File: config.mk
export PLATFORM = sky130hd
export DESIGN_NAME = z3_dma_master
export DESIGN_NICKNAME = d
export VERILOG_FILES = /design/src/rtl/z3_dma_master.sv
export SDC_FILE = /design/constraint.sdc
export NUM_CORES = 1
export LEC_CHECK = 0
export ABC_AREA = 1
export BUFFER_PORTS_ARGS = -buffer_cell sky130_fd_sc_hd__buf_2
export CORE_ASPECT_RATIO = 0.6
export CORE_MARGIN = 2
export CORE_UTILIZATION = 51
export CTS_CLUSTER_SIZE = 25
export DETAILED_ROUTE_END_ITERATION = 16
export GPL_ROUTABILITY_DRIVEN = 0
export PLACE_DENSITY_LB_ADDON = 0.2
export SLEW_MARGIN = 5
export SYNTH_ARGS = -nofsm -noshare
export SYNTH_HDL_FRONTEND = slang
export SYNTH_SLANG_ARGS = --single-unit
File: constraint.sdc
create_clock -name CLK -period 1.7 [get_ports CLK]
set_input_delay 0.34 -clock CLK [delete_from_list [all_inputs] [get_ports CLK]]
set_output_delay 0.34 -clock CLK [all_outputs]
set_load 0.05 [all_outputs]
File: src/rtl/z3_dma_master.sv
// z3_dma_master: Zorro III bus-master cycle generator for single longword DMA transfers.
// Optional WAIT timeout enabled by defining Z3_MASTER_TIMEOUT_EN.
module z3_dma_master #(
    parameter int ADDR_SETUP     = 1,
    parameter int TIMEOUT_CYCLES = 255
) (
    input  logic        CLK,
    input  logic        RESET,
    input  logic        req,
    input  logic [29:0] req_addr,
    input  logic        req_write,
    input  logic [3:0]  req_be,
    input  logic [31:0] req_wdata,
    output logic        ack,
    output logic        err,
    output logic [31:0] rdata,
    output logic        busy,
    output logic        BR_n,
    input  logic        BG_n,
    input  logic        FCS_n_in,
    input  logic        DTACK_n,
    input  logic        BERR_n,
    input  logic [31:0] D_in,
    output logic [31:0] ADDR_OUT,
    output logic [31:0] D_OUT,
    output logic        FCS_n,
    output logic [3:0]  DS_n,
    output logic        DOE,
    output logic        READ,
    output logic        MASTER,
    output logic        DATA_OE
);
    typedef enum logic [2:0] {IDLE, ARB, ADDR, STRB, WAIT, TERM, REL} state_t;
    localparam logic [7:0] SETUP_LAST = 8'(ADDR_SETUP - 1);
    if (ADDR_SETUP < 1 || ADDR_SETUP > 256 || TIMEOUT_CYCLES < 1 || TIMEOUT_CYCLES > 255) begin : g_bad_param
        $error("z3_dma_master: parameter out of range");
    end
    state_t      state_q, state_d;
    logic [1:0]  bg_q, fcs_q, dtack_q, berr_q;
    logic        bg_s, fcs_s, dtack_s, berr_s;
    logic [29:0] addr_q, addr_d;
    logic        write_q, write_d;
    logic [3:0]  be_q, be_d;
    logic [31:0] wdata_q, wdata_d;
    logic [7:0]  setup_q, setup_d;
    logic        br_n_q, br_n_d, fcs_n_q, fcs_n_d, doe_q, doe_d, read_q, read_d;
    logic        master_q, master_d, data_oe_q, data_oe_d;
    logic        ack_q, ack_d, err_q, err_d, busy_q, busy_d;
    logic [3:0]  ds_n_q, ds_n_d;
    logic [31:0] rdata_q, rdata_d, addr_out_q, addr_out_d, d_out_q, d_out_d;
`ifdef Z3_MASTER_TIMEOUT_EN
    localparam logic [7:0] TMO_LAST = 8'(TIMEOUT_CYCLES - 1);
    logic [7:0]  tcnt_q, tcnt_d;
`endif
    assign bg_s    = bg_q[1];
    assign fcs_s   = fcs_q[1];
    assign dtack_s = dtack_q[1];
    assign berr_s  = berr_q[1];
    always_comb begin
        state_d    = state_q;
        addr_d     = addr_q;
        write_d    = write_q;
        be_d       = be_q;
        wdata_d    = wdata_q;
        setup_d    = setup_q;
        br_n_d     = br_n_q;
        fcs_n_d    = fcs_n_q;
        ds_n_d     = ds_n_q;
        doe_d      = doe_q;
        read_d     = read_q;
        master_d   = master_q;
        data_oe_d  = data_oe_q;
        ack_d      = 1'b0;
        err_d      = err_q;
        busy_d     = busy_q;
        rdata_d    = rdata_q;
        addr_out_d = addr_out_q;
        d_out_d    = d_out_q;
`ifdef Z3_MASTER_TIMEOUT_EN
        tcnt_d     = tcnt_q;
`endif
        case (state_q)
            IDLE: if (req) begin
                addr_d  = req_addr;
                write_d = req_write;
                be_d    = req_be;
                wdata_d = req_wdata;
                busy_d  = 1'b1;
                br_n_d  = 1'b0;
                state_d = ARB;
            end
            // Take the bus only once granted and the previous owner has fully let go.
            ARB: if (!bg_s && fcs_s && dtack_s) begin
                br_n_d     = 1'b1;
                master_d   = 1'b1;
                read_d     = ~write_q;
                addr_out_d = {addr_q, 2'b00};
                setup_d    = 8'd0;
                state_d    = ADDR;
            end
            ADDR: if (setup_q == SETUP_LAST) begin
                fcs_n_d = 1'b0;
                state_d = STRB;
            end else begin
                setup_d = setup_q + 8'd1;
            end
            STRB: begin
                doe_d   = 1'b1;
                ds_n_d  = ~be_q;
                if (write_q) begin
                    data_oe_d = 1'b1;
                    d_out_d   = wdata_q;
                end
`ifdef Z3_MASTER_TIMEOUT_EN
                tcnt_d  = 8'd0;
`endif
                state_d = WAIT;
            end
            WAIT: if (!berr_s) begin
                err_d   = 1'b1;
                state_d = TERM;
            end else if (!dtack_s) begin
                if (!write_q) rdata_d = D_in;
                state_d = TERM;
            end
`ifdef Z3_MASTER_TIMEOUT_EN
            else begin
                tcnt_d = tcnt_q + 8'd1;
                if (tcnt_q == TMO_LAST) begin
                    err_d   = 1'b1;
                    state_d = TERM;
                end
            end
`endif
            TERM: begin
                fcs_n_d = 1'b1;
                ds_n_d  = 4'hF;
                doe_d   = 1'b0;
                ack_d   = 1'b1;
                state_d = REL;
            end
            REL: if (dtack_s && berr_s) begin
                master_d  = 1'b0;
                data_oe_d = 1'b0;
                read_d    = 1'b1;
                busy_d    = 1'b0;
                err_d     = 1'b0;
                state_d   = IDLE;
            end
            default: state_d = IDLE;
        endcase
    end
    always_ff @(posedge CLK) begin
        if (RESET) begin
            state_q    <= IDLE;
            bg_q       <= 2'b11;
            fcs_q      <= 2'b11;
            dtack_q    <= 2'b11;
            berr_q     <= 2'b11;
            addr_q     <= '0;
            write_q    <= 1'b0;
            be_q       <= '0;
            wdata_q    <= '0;
            setup_q    <= '0;
            br_n_q     <= 1'b1;
            fcs_n_q    <= 1'b1;
            ds_n_q     <= 4'hF;
            doe_q      <= 1'b0;
            read_q     <= 1'b1;
            master_q   <= 1'b0;
            data_oe_q  <= 1'b0;
            ack_q      <= 1'b0;
            err_q      <= 1'b0;
            busy_q     <= 1'b0;
            rdata_q    <= '0;
            addr_out_q <= '0;
            d_out_q    <= '0;
`ifdef Z3_MASTER_TIMEOUT_EN
            tcnt_q     <= '0;
`endif
        end else begin
            state_q    <= state_d;
            bg_q       <= {bg_q[0], BG_n};
            fcs_q      <= {fcs_q[0], FCS_n_in};
            dtack_q    <= {dtack_q[0], DTACK_n};
            berr_q     <= {berr_q[0], BERR_n};
            addr_q     <= addr_d;
            write_q    <= write_d;
            be_q       <= be_d;
            wdata_q    <= wdata_d;
            setup_q    <= setup_d;
            br_n_q     <= br_n_d;
            fcs_n_q    <= fcs_n_d;
            ds_n_q     <= ds_n_d;
            doe_q      <= doe_d;
            read_q     <= read_d;
            master_q   <= master_d;
            data_oe_q  <= data_oe_d;
            ack_q      <= ack_d;
            err_q      <= err_d;
            busy_q     <= busy_d;
            rdata_q    <= rdata_d;
            addr_out_q <= addr_out_d;
            d_out_q    <= d_out_d;
`ifdef Z3_MASTER_TIMEOUT_EN
            tcnt_q     <= tcnt_d;
`endif
        end
    end
    assign ack      = ack_q;
    assign err      = err_q;
    assign rdata    = rdata_q;
    assign busy     = busy_q;
    assign BR_n     = br_n_q;
    assign ADDR_OUT = addr_out_q;
    assign D_OUT    = d_out_q;
    assign FCS_n    = fcs_n_q;
    assign DS_n     = ds_n_q;
    assign DOE      = doe_q;
    assign READ     = read_q;
    assign MASTER   = master_q;
    assign DATA_OE  = data_oe_q;
endmodule
Word-level counts from Yosys, hierarchy flattened. Cells that the tools add are included.

Register bits: 193. Input bits: 106. Output and inout port bits: 109. Word-level logic and storage cells: 96.

Add/sub/neg operators: 1. Equal/unequal tests: 14. Muxes and demuxes: 29. Bitwise operators: 3. Reduce and logical (&&, ||, !) cells: 26.

Operators with widths (count): $pmux W3 S7 (1); $mux W3 (6); $reduce_and A3 Y1 (6); $mux W8 (2); $pmux W1 S2 (8); $pmux W8 S2 (1); $reduce_bool A2 Y1 (8); $ne A2 B2 Y1 const B (7); $mux W1 (10); $eq A3 B3 Y1 const B (3); $add A8 B1 Y8 const B (1); $logic_not A8 Y1 (1); $pmux W4 S2 (1); $reduce_and A2 Y1 (4); $eq A3 B2 Y1 const B (2); $reduce_and A5 Y1 (1); $not A4 Y4 (1); $reduce_and A4 Y1 (1); $eq A3 B1 Y1 const B (1); $logic_and A1 B1 Y1 (3); $logic_not A3 Y1 (1); $ne A3 B3 Y1 const B (1); $not A1 Y1 (2); $logic_not A1 Y1 (1).

Depth between registers and ports, before layout. Gate-level depths: netlist of the first run.

Depth after elaboration: 5. Depth in mapped cells: 10. Gate-level depth less buffers: 10.

Worst setup path before layout of the first run. No wires, ideal clock.

Kind: input to register. Start: input port RESET. End: register addr_q[18]. Library setup time: 70 ps. Arrival: 1275 ps. Data required time: 1630 ps. Setup slack: 355 ps. Stages on the path: 6. Buffers on the path: 3. Cell sequence: clkbuf_1 -> inv_1 -> clkbuf_1 -> clkbuf_1 -> o21ai_0 -> a21oi_1.

RTL lines: from (decl) (line 8) `input logic RESET,`; to (signal assigned) (line 187) `addr_q <= addr_d;`; to (decl) (line 41) `logic [29:0] addr_q, addr_d;`.

Final worst setup path of the first run.
Start: register dtack_q[1]. End: register state_q[2].

Longest elaborated chain between the ends: 3. Elaborated cells on any way between the ends: 6. Classes of those cells: 3 x eq/ne; 3 x reduce/logical.

RTL lines: from (decl) (line 39) `logic [1:0] bg_q, fcs_q, dtack_q, berr_q;`; from (signal assigned) (line 185) `dtack_q <= {dtack_q[0], DTACK_n};`; $logic_and A1 B1 Y1 (on tied branches) (line 142, 93); $ne A2 B2 Y1 (no source line); $reduce_and A5 Y1 (no source line) *; to (signal assigned) (line 182) `state_q <= state_d;`; to (decl) (line 38) `state_t state_q, state_d;`.

Mark *: on every way between the ends. The rest lies on a longest branch, timed or not. A chain may end at the register's enable or synchronous reset.

==> results.md, run 1 <==
- CTS Hold Bufs: 0
- Post-route ant nets: 0
- GRT overflow: 0
- Diodes inserted: 0
- Chip width: 155 um
- Setup crit start: dtack_q[1]
- Power share of the sequential group: 44.6%
- Cells after synthesis: 863
- Cells after DPL: 1,214
- Vias in the first global route: 5,433
- Vias: 6,180
- Worst Setup End Kind: flop
- Initial DRT Pass Iterations: 5
- Die area: 14,700 um^2
- Comb power frac: 24.4%
- HPWL after DPL: 11,500 um
- Pin count of the biggest net entering global routing: 61
- Via density: 4.96
- Achievable Freq: 666 MHz
- Total Wirelength: 16,800 um
- Final hold violations: 0
- DR WL/cell: 13.5 um
- Unrepaired setup endpoints after global routing: no
- Clock Path Buffers: 2
- Starting Density: 51.7%
- RR Startpoint: dtack_q[1]
- Seq cells post-synth: 193
- Setup ws final: 0.199 ns
- Synthesis-to-finish area growth: 26.7%
- Sw Pwr: 4.23 mW
- Post-DP Area: 8270 um^2
- HP Start: DTACK_n
- Setup Skew: 0.0193 ns
- Die Y: 94.6 um
- Pwr per Cell Area: 1390 nW/um^2
- Setup_tns: 0 ns
- Clock Root Buffer: clkbuf_16
- Cts bufs inserted: 17
- Outcome: complete, no violations
- First DRT Iteration DRCs: 440
- Hold WC Path Type: input port to flop
- Port bufs: 212
- Clock share of power: 31.0%
- CTS tree: built
- Critical Path Max Stage Delay: 0.36 ns
- CP Class: flop to flop
- Syn avg cell area: 8.09 um^2
- Mapped cell area: 6980 um^2
- YS warnings: 0
- Crit start category: flop
- Final period demand of the worst path: 1.50 ns
- Share of cells above drive strength 1: 27.3%
- Max-cap violations: 0
- CP max FO: 5
- Antenna violations before repair: 0
- Internal power: 8.09 mW
- Switching share of power: 34.3%
- Setup Slack @ Placement: 0.180 ns
- Nets: 1,166
- Worst-path clk slew: 0.07 ns
- GRT Total Usage: 22.9%
- IO Pins: 215
- Layout Cells excl Fill: 1,246
- Core Footprint: 13,500 um^2
- CP required: 2.04 ns
- Design Area, Final: 8850 um^2
- Pleak: 3.92 nW
- Clock latency on the worst-skew pair: 0.42 ns
- Max-slew violation count: 0
- Peak VDD IR: 0.594 mV
- Drc violations: 0
- Final setup fails: 0
- Tcrit/Tclk final: 88.3%
- CTS sink count: 193
- First-pass GRT wire length: 27,100 um
- Seq/Total Area, Yosys: 55.3%
- Row count: 33
- Post-synthesis cell type count: 28
- CP arrival: 1.84 ns
- Crit-path slowest cell: dfxtp_1
- H-tree Lvls: 4
- Critical path cell sequence: nand2_1 -> nor2_1 -> nor2_1 -> nor2_2 -> nand3_1 -> nand2_1 -> nand2_1 -> nor2_1
synthesized netlist by cell type (all sizes together):
cell,instances,area [um^2]
a21oi,144,721
buf,28,174
clkbuf,33,124
clkinv,1,5.00
conb,1,3.75
dfxtp,193,3860
ha,2,25.0
inv,90,338
nand2,74,280
nand3,54,298
nand4,3,18.8
nor2,86,335
nor3,2,21.3
o211ai,1,7.51
o21ai,140,701
o22ai,3,18.8
or2,8,50.1
critical path, delay by kind of cell, from the launching register on:
kind          cells  cell delay, ns
simple gates      8            1.05
flops             1            0.36
cells by family (layout without fill, tap and decap cells):
logic type               after synthesis  after routing  synth area share, %
AO/OA/AOI/OAI                        288            288                 20.7
adder cells (fa/ha/maj)                2              2                0.358
buffers and inverters                152            359                 9.17
flip-flops                           193            193                 55.3
other                                  1              2               0.0537
AND/OR/NAND/NOR                      227            227                 14.4
cells in the final DEF, fill, tap and decap left out, drive strengths merged:
cell / n
clkinv: 10
dfxtp: 193
clkbuf: 18
o21ai: 140
or2: 8
nor2: 86
nor3: 2
nand4: 3
nand2: 74
o22ai: 3
a21oi: 144
buf: 236
o211ai: 1
conb: 2
nand3: 54
inv: 95
ha: 2
power groups by stage:
| stage | clock (mW) | combinational [mW] | sequential [mW] |
|---|---|---|---|
| 2_1_floorplan | 0 | 1.76 | 5.92 |
| 3_3_place_gp | 0 | 2.94 | 5.57 |
| 3_5_place_dp | 0 | 2.99 | 5.59 |
| 4_1_cts | 3.89 | 3.00 | 5.49 |
| 5_1_grt | 4.09 | 3.36 | 5.57 |
| 6_report | 3.82 | 3.00 | 5.50 |
cell type report:
class | instances | area, um^2
Tap cell | 175 | 219
Clock inverter | 14 | 144
Clock buffer | 18 | 429
Sequential cell | 193 | 3870
Timing Repair Buffer | 236 | 1350
Multi-Input combinational cell | 519 | 2490
Inverter | 91 | 344
Fill cell | 1171 | 4650
layer usage:
metal / share of wire [%] / track usage [%]
met2: 42 / 32.9
met3: 7.8 / 5.78
met1: 49 / 34.2
met5: 0 / 0
met4: 0.49 / 5.56
final timing paths:
kind | to | slack, ns | depth (start not counted)
hold / removal | dtack_q[0] | 0.10 | 2
hold reg to reg | fcs_q[1] | 0.40 | 1
setup reg to reg | state_q[2] | 0.20 | 8
setup / recovery | state_q[2] | 0.20 | 8
flip-flops by register name, summed over array words and instances, names as in the netlist, 2 cells and up:
signal	count
ADDR_OUT	30
DS_n	4
D_OUT	32
addr_q	30
be_q	4
berr_q	2
bg_q	2
dtack_q	2
fcs_q	2
rdata	32
setup_q	8
state_q	3
wdata_q	32
timing repair:
action | in CTS | in global routing
gates resized for setup | 0 | 3
endpoints found under the setup margin | 0 | 2
setup buffers | 0 | 0
stage by stage:
step / hold slack, ns / power, mW / util (%)
floorplan: 0.389 / 7.69 / -
global placement: 0.393 / 8.51 / 61.3
detailed placement: 0.393 / 8.57 / 61.3
CTS: 0.0952 / 12.4 / 65.5
global route: 0.0920 / 13.0 / 65.5
finish: 0.103 / 12.3 / 65.5
(Power assumes the default switching activity.)
==> inputs of run 2 (changes only) <==
Settings changed: GPL_TIMING_DRIVEN set to 1.
Clock period 1.7 ns to 1.5 ns, I/O delays scaled along.
==> results.md, run 2 (synthesis gave the netlist of run 1 again) <==
- Setup_tns: 0 ns (unchanged)
- Crit start category: flop
- CP arrival: 1.71 ns (-0.13 ns)
- Die area: 14,700 um^2 (unchanged)
- Post-CTS setup buffer count: 0 (unchanged)
- Die Y: 94.6 um (unchanged)
- CTS sink count: 193 (unchanged)
- HPWL after DPL: 11,800 um (+3.3%)
- Critical path cell sequence: nor2_2 -> nand3_4 -> buf_12 -> o21ai_0 -> a21oi_1
- Worst-path clk slew: 0.07 ns (about the same)
- Met1 GRT Util: 33.8% (-0.42 points)
- M3 GR Usage: 6.33% (+0.55 points)
- Via density: 4.95 (-0.21%)
- Clock Root Buffer: clkbuf_16
- Final hold violations: 0 (unchanged)
- GRT Total Usage: 23.5% (+0.65 points)
- Vias: 6,241 (+0.99%)
- CP Class: flop to flop
- Critical Path Max Stage Delay: 0.36 ns (about the same)
- R2R Setup Slk: 0.09 ns (-0.11 ns)
- CTS Hold Bufs: 0 (unchanged)
- Setup Skew: 0.0147 ns (-0.00455 ns)
- Met2 Usage GRT: 35.1% (+2.1 points)
- Pin count of the biggest net entering global routing: 63 (+3.3%)
- Worst Setup End Kind: flop
- Total power: 14.1 mW (+14%)
- Hold WC Path Type: input port to flop
- Final setup fails: 0 (unchanged)
- CP required: 1.80 ns (-0.24 ns)
- GRT overflow: 0 (unchanged)
- Clock latency on the worst-skew pair: 0.42 ns (about the same)
- Pwr per Cell Area: 1570 nW/um^2 (+12%)
- CTS tree: built
- Outcome: complete, no violations
- Starting Density: 51.7% (unchanged)
- Antenna violations before repair: 0 (unchanged)
- Drc violations: 0 (unchanged)
- DR WL/cell: 13.6 um (+0.63%)
- Nets: 1,183 (+1.5%)
- Post-route ant nets: 0 (unchanged)
- Commonest non-fill, non-tap cells in the layout: buf_2 (212), dfxtp_1 (189), a21oi_1 (144)
- First DRT Iteration DRCs: 377 (-14%)
- IO Pins: 215 (unchanged)
- Total Wirelength: 17,100 um (+1.8%)
- Initial DRT Pass Iterations: 5 (unchanged)
- Crit-path slowest cell: dfxtp_2
- Diodes inserted: 0 (unchanged)
- Peak VDD IR: 0.861 mV (+45%)
- H-tree Lvls: 4 (unchanged)
- Synthesis-to-finish area growth: 28.9%
- First-pass GRT wire length: 27,600 um (+1.7%)
- Max-cap violations: 0 (unchanged)
- Unrepaired setup endpoints after global routing: no
- Most common cell after layout, fill and taps aside: buf_2
- Row count: 33 (unchanged)
- Pleak: 4.02 nW (+2.5%)
- Tcrit/Tclk final: 94.1% (+5.8 points)
- Vias in the first global route: 5,534 (+1.9%)
- Clock Path Buffers: 2 (unchanged)
- Busiest layer in global routing: met2
- Hold slack final: 0.0641 ns (-0.0385 ns)
- CP max FO: 35 (+30)
- Chip width: 155 um (unchanged)
- Port bufs: 212 (unchanged)
- Max-slew violation count: 0 (unchanged)
- Final period demand of the worst path: 1.41 ns (-0.0899 ns)
- Share of cells above drive strength 1: 29.3% (+2.0 points)
- Cts bufs inserted: 17 (unchanged)
- Core Footprint: 13,500 um^2 (unchanged)
- Achievable Freq: 709 MHz (+6.4%)
run 2: where the power goes:
| part | internal (mW) | leakage [nW] | total, mW | switching, mW |
|---|---|---|---|---|
| clock | 2.23 | 0.273 | 4.29 | 2.06 |
| combinational | 1.21 | 2.17 | 3.58 | 2.37 |
| sequential | 5.87 | 1.57 | 6.23 | 0.353 |
| total | 9.31 | 4.02 | 14.1 | 4.79 |
run 2: layout make-up:
type	instances	area [um^2]
clock inverters	12	121
clock buffers	18	439
inverters	91	344
well taps	175	219
multi-input cells	519	2520
fillers	1192	4500
repair buffers	253	1490
flip-flops and latches	193	3870
run 2: what timing repair did:
item                       4_1_cts  5_1_grt
cloned                           0        0
setup endpoints to repair        3       88
pin swaps                        0        1
gates resized for setup          1       20
run 2: critical path: cells and delay by family (launching register included):
| family | cells | cell delay (ns) |
|---|---|---|
| AO/OA/AOI/OAI | 2 | 0.30 |
| AND/OR/NAND/NOR | 2 | 0.39 |
| buffers and inverters | 1 | 0.24 |
| flip-flops | 1 | 0.36 |
run 2: through the flow:
| step | cell area (um^2) | std cells | setup slack, ns | utilization [%] |
|---|---|---|---|---|
| CTS | 8950 | 1261 | 0.0160 | 66.3 |
| global route | 9000 | 1261 | 0.00106 | 66.7 |
| floorplan | 6990 | 864 | 0.182 | - |
| detailed placement | 8390 | 1231 | 0.0264 | 62.1 |
| global placement | 8390 | 1231 | 0.0558 | 62.1 |
| finish | 9000 | 1261 | 0.0889 | 66.7 |
run 2: worst paths after layout:
path,start,to,cells past startpoint
worst min register to register,dtack_q[0],dtack_q[1],1
worst min-delay path,DTACK_n,dtack_q[0],2
worst max register to register,state_q[1],wdata_q[12],5
worst max-delay path,state_q[1],wdata_q[12],5
run 2: routing by layer:
metal | share of wire (%) | vias up | wire length (um)
met3 | 6.7 | 13 | 1150
met1 | 50 | 2806 | 8580
met5 | 0 | - | 0
met4 | 0.83 | 0 | 142
li1 | - | 3249 | -
met2 | 42 | 173 | 7240
==> inputs of run 3 (changes only) <==
Settings changed: CELL_PAD_IN_SITES_DETAIL_PLACEMENT set to 0, CELL_PAD_IN_SITES_GLOBAL_PLACEMENT set to 1, CORE_UTILIZATION 51 to 36.
Clock period 1.5 ns to 1.55 ns, I/O delays scaled along.
==> results.md, run 3 (synthesis gave the netlist of run 1 again) <==
- Crit-path slowest cell: dfxtp_1
- Hold slack final: 0.0628 ns (-0.00131 ns)
- Sequential standard cell area: 3870 um^2 (unchanged)
- Area of the multi-input gates: 2500 um^2 (-0.79%)
- Pwr per Cell Area: 1500 nW/um^2 (-4.1%)
- Pleak: 3.95 nW (-1.6%)
- First-pass GRT wire length: 30,200 um (+9.3%)
- Setup Skew: 0.00881 ns (-0.00590 ns)
- Synthesis-to-finish area growth: 29.4%
- Share of cells above drive strength 1: 27.6% (-1.7 points)
- Port bufs: 212 (unchanged)
- Commonest non-fill, non-tap cells in the layout: buf_2 (212), dfxtp_1 (191), a21oi_1 (144)
- Vias in the first global route: 5,734 (+3.6%)
- Final core utilization: 47.5% (-19 points)
- Clock latency on the worst-skew pair: 0.43 ns (about the same)
- IO Pins: 215 (unchanged)
- Starting Density: 36.7% (-15 points)
- Vias: 6,127 (-1.8%)
- Worst-path clk slew: 0.07 ns (about the same)
- Post-route ant nets: 0 (unchanged)
- Achievable Freq: 688 MHz (-3.0%)
- Initial DRT Pass Iterations: 5 (unchanged)
- Pin count of the biggest net entering global routing: 61 (-3.2%)
- Clock Path Buffers: 2 (unchanged)
- Antenna violations before repair: 3 (+3)
- HPWL after DPL: 13,100 um (+10%)
- Row count: 39 (+18%)
- CTS sink count: 193 (unchanged)
- Setup ws final: 0.0959 ns (+0.00697 ns)
- Die Y: 112 um (+18%)
- Final setup fails: 0 (unchanged)
- Peak VDD IR: 0.735 mV (-15%)
- CTS Hold Bufs: 0 (unchanged)
- Final hold violations: 0 (unchanged)
- DR WL/cell: 14.1 um (+4.2%)
- Die area: 20,600 um^2 (+40%)
- CTS tree: built
- Critical Path Max Stage Delay: 0.41 ns (+0.05 ns)
- First DRT Iteration DRCs: 360 (-4.5%)
- Crit start category: flop
- Tcrit/Tclk final: 93.8% (-0.26 points)
- CP Class: flop to flop
- Final period demand of the worst path: 1.45 ns (+0.0430 ns)
- Cts bufs inserted: 17 (unchanged)
- Post-CTS sizing: 0 (-1)
- Hold WC Path Type: input port to flop
- Outcome: complete, no violations
- Worst Setup End Kind: flop
- Clock Root Buffer: clkbuf_16
- Drc violations: 0 (unchanged)
- Max-cap violations: 0 (unchanged)
- GRT Total Usage: 18.6% (-4.9 points)
- Most common cell after layout, fill and taps aside: buf_2
- Chip width: 184 um (+19%)
- Fill count: 1,932 (+62%)
- Max-slew violation count: 0 (unchanged)
- CP arrival: 1.77 ns (+0.06 ns)
- CP required: 1.87 ns (+0.07 ns)
- Nets: 1,176 (-0.59%)
- H-tree Lvls: 4 (unchanged)
- Post-CTS setup buffer count: 0 (unchanged)
- CP max FO: 5 (-86%)
- GRT overflow: 0 (unchanged)
- Total Wirelength: 18,800 um (+9.8%)
- Core Footprint: 19,000 um^2 (+41%)
- Setup Slack @ Placement: 0.0296 ns (+0.00323 ns)
- Critical path cell sequence: buf_4 -> nand3_2 -> nor2_1 -> nor2_2 -> nand3_1 -> nand2_1 -> nand2_1 -> nor2_1
- Via density: 4.61 (-6.8%)
run 3: changes by cell type in the layout (fill, tap and decap cells not counted), sizes merged, moves of 2 or more:
| cell | previous run | this run |
|---|---|---|
| buf | 253 | 246 |
| clkbuf | 18 | 24 |
| inv | 95 | 89 |
| clkinvlp | 1 | 4 |
| clkinv | 7 | 5 |
| diode | 0 | 2 |
run 3: path summary, 6_finish.rpt:
| path | slack, ns | depth (start not counted) | from | to |
|---|---|---|---|---|
| worst max-delay path | 0.1 | 8 | state_q[2] | state_q[2] |
| worst min-delay path | 0.06 | 2 | DTACK_n | dtack_q[0] |
| worst max register to register | 0.1 | 8 | state_q[2] | state_q[2] |
| worst min register to register | 0.41 | 1 | fcs_q[0] | fcs_q[1] |
run 3: critical path: cells and delay by family, from the launching register on:
family	cells	cell delay, ns
flip-flops	1	0.41
AND/OR/NAND/NOR	7	0.78
buffers and inverters	1	0.16
run 3: report_power, final:
part           switching [mW]  internal (mW)
clock network            1.88           2.26
registers               0.359           5.69
logic                    2.28           1.11
total                    4.52           9.06
run 3: final cells by class:
cell class	instances	area share [%]
flip-flops and latches	193	42.8
multi-input cells	519	27.7
clock inverters	8	0.914
repair buffers	246	16.2
inverters	91	3.81
diodes	2	0.0554
well taps	246	3.41
clock buffers	24	5.11
run 3: layer usage:
layer / routed length, um / vias up / GRT usage [%]
li1: - / 3240 / -
met3: 1530 / 16 / 6.80
met4: 177 / 2 / 5.12
met1: 9820 / 2706 / 27.5
met2: 7250 / 163 / 25.2
met5: 10 / - / 0
run 3: metrics by stage:
step	area (um^2)	total power [mW]	instances	TNS (ns)
2_1_floorplan	6990	8.43	864	0
3_3_place_gp	8470	9.50	1295	0
3_5_place_dp	8470	9.52	1295	0
4_1_cts	9020	13.7	1327	0
5_1_grt	9030	14.4	1328	-0.00188
6_report	9040	13.6	1329	0
